**src/rtl/obj_table_pkg.sv**
```systemverilog
// Shared object-table layout: field positions, per-object record and extraction helper.
// Used by both the table writer and the pixel resolver.
package obj_table_pkg;

   localparam int FIELD_W        = 11;
   localparam int NUM_OBJ        = 4;
   localparam int F_IMG          = 0;
   localparam int F_X            = 1;
   localparam int F_Y            = 2;
   localparam int F_W            = 3;
   localparam int F_H            = 4;
   localparam int FIELDS_PER_OBJ = 5;
   localparam int TBL_IDX_W      = $clog2(FIELDS_PER_OBJ * NUM_OBJ);

   typedef logic [FIELDS_PER_OBJ*NUM_OBJ-1:0][FIELD_W-1:0] obj_table_t;

   typedef struct packed {
      logic [FIELD_W-1:0] img_id;
      logic [FIELD_W-1:0] x;
      logic [FIELD_W-1:0] y;
      logic [FIELD_W-1:0] width;
      logic [FIELD_W-1:0] height;
   } obj_rec_t;

   function automatic obj_rec_t get_obj(input obj_table_t tbl, input int k);
      obj_rec_t rec;
      rec.img_id = tbl[TBL_IDX_W'(FIELDS_PER_OBJ*k + F_IMG)];
      rec.x      = tbl[TBL_IDX_W'(FIELDS_PER_OBJ*k + F_X)];
      rec.y      = tbl[TBL_IDX_W'(FIELDS_PER_OBJ*k + F_Y)];
      rec.width  = tbl[TBL_IDX_W'(FIELDS_PER_OBJ*k + F_W)];
      rec.height = tbl[TBL_IDX_W'(FIELDS_PER_OBJ*k + F_H)];
      return rec;
   endfunction

endpackage

```
**src/rtl/obj_hit_test.sv**
```systemverilog
// One object's enable and in-box test against a pixel; purely combinational.
// Box ends are computed one bit wider so objects at the right/bottom edge never wrap to 0.
module obj_hit_test
   import obj_table_pkg::*;
(
   input  obj_rec_t           obj,
   input  logic [FIELD_W-1:0] rx,
   input  logic [FIELD_W-1:0] ry,
   output logic               hit
);

   logic               enabled;
   logic [FIELD_W:0]   x_end;
   logic [FIELD_W:0]   y_end;

   assign enabled = (obj.width != '0) && (obj.height != '0);
   assign x_end   = {1'b0, obj.x} + {1'b0, obj.width};
   assign y_end   = {1'b0, obj.y} + {1'b0, obj.height};

   assign hit = enabled
             && (rx >= obj.x) && ({1'b0, rx} < x_end)
             && (ry >= obj.y) && ({1'b0, ry} < y_end);

endmodule

```
**src/rtl/object_pixel_resolver.sv**
```systemverilog
// Per-pixel object lookup over a frame-snapshotted table: 2-cycle fixed latency, no backpressure.
// Also accumulates player-overlap flags per frame and reports them at the next frame_start.
module object_pixel_resolver #(
   parameter int NUM_OBJ    = obj_table_pkg::NUM_OBJ,
   parameter int FIELD_W    = obj_table_pkg::FIELD_W,
   parameter int PLAYER_IDX = 0
) (
   input  logic                                                  clk,
   input  logic                                                  resetN,
   input  logic                                                  frame_start,
   input  logic [obj_table_pkg::FIELDS_PER_OBJ*NUM_OBJ-1:0][FIELD_W-1:0] obj_table,
   input  logic                                                  req_valid,
   input  logic [FIELD_W-1:0]                                    requested_x,
   input  logic [FIELD_W-1:0]                                    requested_y,
   output logic                                                  out_valid,
   output logic                                                  out_hit,
   output logic [1:0]                                            out_obj_idx,
   output logic [FIELD_W-1:0]                                    out_img_id,
   output logic [FIELD_W-1:0]                                    out_x_offset,
   output logic [FIELD_W-1:0]                                    out_y_offset,
   output logic [NUM_OBJ-1:0]                                    out_hit_mask,
   output logic [NUM_OBJ-1:0]                                    collision_mask,
   output logic                                                  collision_pulse
);
   import obj_table_pkg::*;

   obj_table_t          shadow;
   obj_rec_t            obj [NUM_OBJ];
   logic [NUM_OBJ-1:0]  hit_vec;

   logic                s1_vld;
   logic [NUM_OBJ-1:0]  s1_hit;
   logic [FIELD_W-1:0]  s1_rx;
   logic [FIELD_W-1:0]  s1_ry;
   logic [FIELD_W-1:0]  s1_img [NUM_OBJ];
   logic [FIELD_W-1:0]  s1_x   [NUM_OBJ];
   logic [FIELD_W-1:0]  s1_y   [NUM_OBJ];

   logic [1:0]          win;
   logic [NUM_OBJ-1:0]  acc;
   logic [NUM_OBJ-1:0]  contrib;
   logic [NUM_OBJ-1:0]  loaded;

   always_ff @(posedge clk or negedge resetN) begin
      if (!resetN)
         shadow <= '0;
      else if (frame_start)
         shadow <= obj_table;
   end

   for (genvar k = 0; k < NUM_OBJ; k++) begin : g_obj
      assign obj[k] = get_obj(shadow, k);
      obj_hit_test u_hit (
         .obj (obj[k]),
         .rx  (requested_x),
         .ry  (requested_y),
         .hit (hit_vec[k])
      );
   end

   // Winner fields are captured here so a frame_start between stages cannot tear a result.
   always_ff @(posedge clk or negedge resetN) begin
      if (!resetN) begin
         s1_vld <= 1'b0;
         s1_hit <= '0;
         s1_rx  <= '0;
         s1_ry  <= '0;
         for (int i = 0; i < NUM_OBJ; i++) begin
            s1_img[i] <= '0;
            s1_x[i]   <= '0;
            s1_y[i]   <= '0;
         end
      end else begin
         s1_vld <= req_valid;
         if (req_valid) begin
            s1_hit <= hit_vec;
            s1_rx  <= requested_x;
            s1_ry  <= requested_y;
            for (int i = 0; i < NUM_OBJ; i++) begin
               s1_img[i] <= obj[i].img_id;
               s1_x[i]   <= obj[i].x;
               s1_y[i]   <= obj[i].y;
            end
         end
      end
   end

   always_comb begin
      win = '0;
      for (int i = NUM_OBJ - 1; i >= 0; i--)
         if (s1_hit[i]) win = 2'(i);
   end

   always_ff @(posedge clk or negedge resetN) begin
      if (!resetN) begin
         out_valid    <= 1'b0;
         out_hit      <= 1'b0;
         out_obj_idx  <= '0;
         out_img_id   <= '0;
         out_x_offset <= '0;
         out_y_offset <= '0;
         out_hit_mask <= '0;
      end else begin
         out_valid <= s1_vld;
         if (s1_vld) begin
            out_hit      <= |s1_hit;
            out_hit_mask <= s1_hit;
            if (|s1_hit) begin
               out_obj_idx  <= win;
               out_img_id   <= s1_img[win];
               out_x_offset <= s1_rx - s1_x[win];
               out_y_offset <= s1_ry - s1_y[win];
            end else begin
               out_obj_idx  <= '0;
               out_img_id   <= '0;
               out_x_offset <= '0;
               out_y_offset <= '0;
            end
         end
      end
   end

   // The result currently on the outputs counts toward the frame that ends this cycle.
   always_comb begin
      contrib = '0;
      if (out_valid && out_hit_mask[PLAYER_IDX]) begin
         contrib             = out_hit_mask;
         contrib[PLAYER_IDX] = 1'b0;
      end
   end

   assign loaded = acc | contrib;

   always_ff @(posedge clk or negedge resetN) begin
      if (!resetN) begin
         acc             <= '0;
         collision_mask  <= '0;
         collision_pulse <= 1'b0;
      end else if (frame_start) begin
         acc             <= '0;
         collision_mask  <= loaded;
         collision_pulse <= |loaded;
      end else begin
         acc             <= loaded;
         collision_pulse <= 1'b0;
      end
   end

endmodule

```
**config.mk**
```make
export PLATFORM = sky130hd
export DESIGN_NAME = object_pixel_resolver
export DESIGN_NICKNAME = d
export VERILOG_FILES = /design/src/rtl/obj_table_pkg.sv /design/src/rtl/obj_hit_test.sv /design/src/rtl/object_pixel_resolver.sv
export SDC_FILE = /design/constraint.sdc
export NUM_CORES = 1
export LEC_CHECK = 0
export BUFFER_PORTS_ARGS = -buffer_cell sky130_fd_sc_hd__buf_4
export CAP_MARGIN = 25
export CORE_ASPECT_RATIO = 0.8
export CORE_UTILIZATION = 58
export DETAILED_ROUTE_END_ITERATION = 6
export HOLD_SLACK_MARGIN = 0.15
export PLACE_DENSITY = 0.85
export SYNTH_ARGS = -nofsm -noshare
export SYNTH_HDL_FRONTEND = slang
export SYNTH_SLANG_ARGS = --single-unit
export TNS_END_PERCENT = 10
```
**constraint.sdc**
```tcl
create_clock -name clk -period 5.2 [get_ports clk]
set_clock_uncertainty 0.2 [all_clocks]
set_input_delay 1.04 -clock clk [delete_from_list [all_inputs] [get_ports clk]]
set_output_delay 1.04 -clock clk [all_outputs]
set_load 0.005 [all_outputs]
```
==> out/metrics.yaml <==
outcome: "finished with violations"
violations: "DRC"
timing.critical_path.to_type: "flop"
synth-main-ff-cell: "sky130_fd_sc_hd__dfrtp_1"
synthesis.instances: 1770
worst-path-max-fanout: 4
post-cts-setup-buffer-count: 0
synth_simple_gate_area_share_pct: 8.86
required_arrival_time_at_the_worst_endpoint_ns: 5.40
height_of_the_die_um: 166
grt_antenna_before_repair: 1
drt_drc_violations_left: 11
post-route-worst-setup-slack_ns: 1.18
type_of_the_tightest_min_delay_check: "reg -> reg"
use_met3_pct: 7.32
route.antenna.remaining_nets: 0
worst_ep_arrival_time_ns: 4.22
synth_xor_xnor_area_share_pct: 2.61
power_density_nw_per_um2: 379
dr_total_vias: 14900
hpwlAfterDp_um: 39100
die-area_sq_um: 34300
boundaryPins: 292
grt_util_met1_pct: 46.4
grt_pass1_wl_um: 82700
groute.layer.met2.usage_pct: 46.3
synth-seq-cells: 335
synth_top_family_by_area: "adder cells"
globalRouteTotalUtil_pct: 31.3
post-place-ws_ns: 1.23
setup_tns_after_final_layout_ns: 0
number_of_buffers_added_by_the_clock_tree_synthesis_step: 36
cts.path.max_buffers: 3
syn_area_sq_um: 19400
maxSlewHeadroom_pct: 34.1
post_synth_mux_area_share_pct: 14.2
number_of_synthesized_flops_with_an_enable_pin: 0
yosys.cell_types.count: 67
fillerInstances: 2392
initial_core_util_pct: 59.3
power.ir.vdd_worst_uv: 235
final_period_minus_worst_setup_slack_ns: 4.02
yosys_warnings: 0
finalMaxSlewViolations: 0
globalRouteOverflowTotal: 0
critical_path.startpoint_type: "flop"
post_route_cells_drive_above_1_share_pct: 26.7
detail_route.wl_per_cell_um: 21.5
report.final.hold_viol_count: 0
setup_viol_count_final: 0
placement_rows: 59
synth_compound_area_share_pct: 13.7
die_w_um: 207
hold_buffers: 0
routabilityCongestion: 0.939
report.power.total_mw: 8.65
clk_pin_slew_worst_paths_ns: 0.06
cts_tree: "yes"
fmax_mhz: 249
timing_worst_slew_pin_value_ns: 0.984
synth-seq-area-share_pct: 43.1
placeable_area_sq_um: 32800
io_buffers: 233
busiest_layer: "met1"
grt_start_max_net_pins: 109
arithmetic_cell_share_of_the_synthesized_area_counting_full_adders_half_adders_and_majority_gates_pct: 14.5
cts.root.buffer_cell: "sky130_fd_sc_hd__clkbuf_16"
clock_latency_ns: 0.53
number_of_drc_markers_in_iteration_0: 1456
final_min_period_over_clock_period_pct: 77.2
cts_resized: 0
place_area_sq_um: 21600
drt-total-wl_um: 52400
finish.instance_area_sq_um: 22800
p_leak_nw: 10.7
max-cap-violations: 0
ctsHtreeMaxLevel: 2
first_global_vias: 15200
clk_sink_count: 335
crit_type: "reg -> reg"
syn_avg_cell_area_sq_um: 11.0
drt_pre_antenna_iters: 7
syn2layout_area_growth_pct: 17.5
fin_nets: 2457
post_drt_via_cell_ratio: 6.10
rsz0062_at_grt: "false"
ys_async_sr_fraction_pct: 100
[where the power goes]
group	switching, mW	internal, mW	leakage (nW)
Combinational	1.42	1.28	6.00
Clock	1.05	1.64	0.592
Sequential	0.303	2.96	4.06
Total	2.77	5.88	10.7
[final timing paths]
| check | startpoint | end | slack [ns] | cells after the start |
|---|---|---|---|---|
| setup / recovery | obj[88] | s1_hit[2] | 1.18 | 13 |
| hold / removal | out_x_offset[3] | out_x_offset[3] | 0.29 | 1 |
| setup reg to reg | obj[88] | s1_hit[2] | 1.18 | 13 |
| hold reg to reg | out_x_offset[3] | out_x_offset[3] | 0.29 | 1 |
| max in group asynchronous | resetN | s1_img[11] | 3.27 | 2 |
| min in group asynchronous | resetN | s1_ry[1] | 0.32 | 1 |
[critical path, cell delays in order, from the launching register on]
cell and delay, ns:
sky130_fd_sc_hd__dfrtp_1 0.42, sky130_fd_sc_hd__ha_1 0.25, sky130_fd_sc_hd__fa_1 0.41, sky130_fd_sc_hd__a21o_1 0.17, sky130_fd_sc_hd__a21oi_1 0.27, sky130_fd_sc_hd__o211ai_1 0.19, sky130_fd_sc_hd__a31o_1 0.23, sky130_fd_sc_hd__a21oi_1 0.16
sky130_fd_sc_hd__xor2_1 0.09, sky130_fd_sc_hd__ha_1 0.27, sky130_fd_sc_hd__or4b_4 0.45, sky130_fd_sc_hd__or3_1 0.36, sky130_fd_sc_hd__a211o_1 0.30, sky130_fd_sc_hd__o211a_1 0.13
[layout make-up]
class                           count  area, sq um  area share (%)
Antenna cell                        1         2.50          0.0110
Tap cell                          427          534            2.34
Inverter                           88          330            1.45
Clock inverter                     11          191           0.838
Timing Repair Buffer              245         1890            8.26
Sequential cell                   335         8380            36.7
Multi-Input combinational cell   1285        10500            45.9
Clock buffer                       51         1040            4.55
[sequential cells by signal (all words and copies together), names as in the netlist, 2 cells and up]
register	cells
obj	165
out_img_id	11
s1_ry	11
out_x_offset	11
s1_rx	11
out_hit_mask	3
out_obj_idx	2
s1_img	33
acc	2
s1_y	33
s1_hit	3
collision_mask	2
out_y_offset	11
s1_x	33
[routing by layer]
metal,wire length (um),up-vias
met5,0,-
met4,1190,0
met3,4700,106
met2,22700,579
met1,23800,7333
li1,-,6895
[cells in the final DEF, fill, tap and decap left out, types with 37 or more instances in the layout]
| cell | instances |
|---|---|
| sky130_fd_sc_hd__a21oi_1 | 87 |
| sky130_fd_sc_hd__buf_4 | 240 |
| sky130_fd_sc_hd__clkbuf_16 | 37 |
| sky130_fd_sc_hd__dfrtp_1 | 335 |
| sky130_fd_sc_hd__ha_1 | 212 |
| sky130_fd_sc_hd__inv_1 | 87 |
| sky130_fd_sc_hd__mux2_2 | 225 |
| sky130_fd_sc_hd__nand2_1 | 104 |
| sky130_fd_sc_hd__nor2_1 | 77 |
| sky130_fd_sc_hd__o21ai_0 | 110 |
| sky130_fd_sc_hd__xor2_1 | 41 |
[kinds of logic after synthesis]
family / count (synthesis)
XOR/XNOR: 58
flip-flops: 335
AND/OR/NAND/NOR: 354
adder cells (fa/ha/maj): 220
AO/OA/AOI/OAI: 403
buffers and inverters: 152
multiplexers: 247
other: 1
[Yosys cell counts (all sizes together) (4+ instances only)]
cell type | instances | area share [%]
mux2 | 225 | 13
o2bb2ai | 15 | 0.68
a22o | 10 | 0.45
o21ai | 121 | 3.1
a31oi | 21 | 0.74
ha | 212 | 14
fa | 8 | 0.82
and3 | 9 | 0.29
xnor2 | 17 | 0.77
nand2 | 104 | 2.0
o211a | 5 | 0.26
a2111oi | 10 | 0.64
o21bai | 4 | 0.15
and2 | 4 | 0.13
buf | 17 | 0.46
a32o | 6 | 0.31
clkbuf | 47 | 0.91
nand3 | 24 | 0.62
nor3b | 5 | 0.19
nor2b | 24 | 0.77
a21o | 30 | 1.2
nor4 | 24 | 0.77
a211oi | 28 | 1.1
or3 | 14 | 0.45
xor2 | 41 | 1.8
o21a | 18 | 0.70
nand4 | 5 | 0.16
o31ai | 4 | 0.15
mux2i | 22 | 1.1
o2111ai | 6 | 0.27
o211ai | 12 | 0.46
a21oi | 87 | 2.2
nand2b | 20 | 0.64
nor2 | 77 | 1.5
dfrtp | 335 | 43
inv | 88 | 1.7
or2 | 6 | 0.19
nor3 | 30 | 0.77
[through the flow]
| stage | std cells | util [%] | hold slack, ns |
|---|---|---|---|
| floorplan | 1772 | - | 0.152 |
| finish | 2443 | 69.7 | 0.291 |
| CTS | 2442 | 69.7 | 0.296 |
| global placement | 2380 | 65.9 | 0.268 |
| detailed placement | 2380 | 65.9 | 0.275 |
| global route | 2443 | 69.7 | 0.315 |
(Power assumes the default switching activity.)
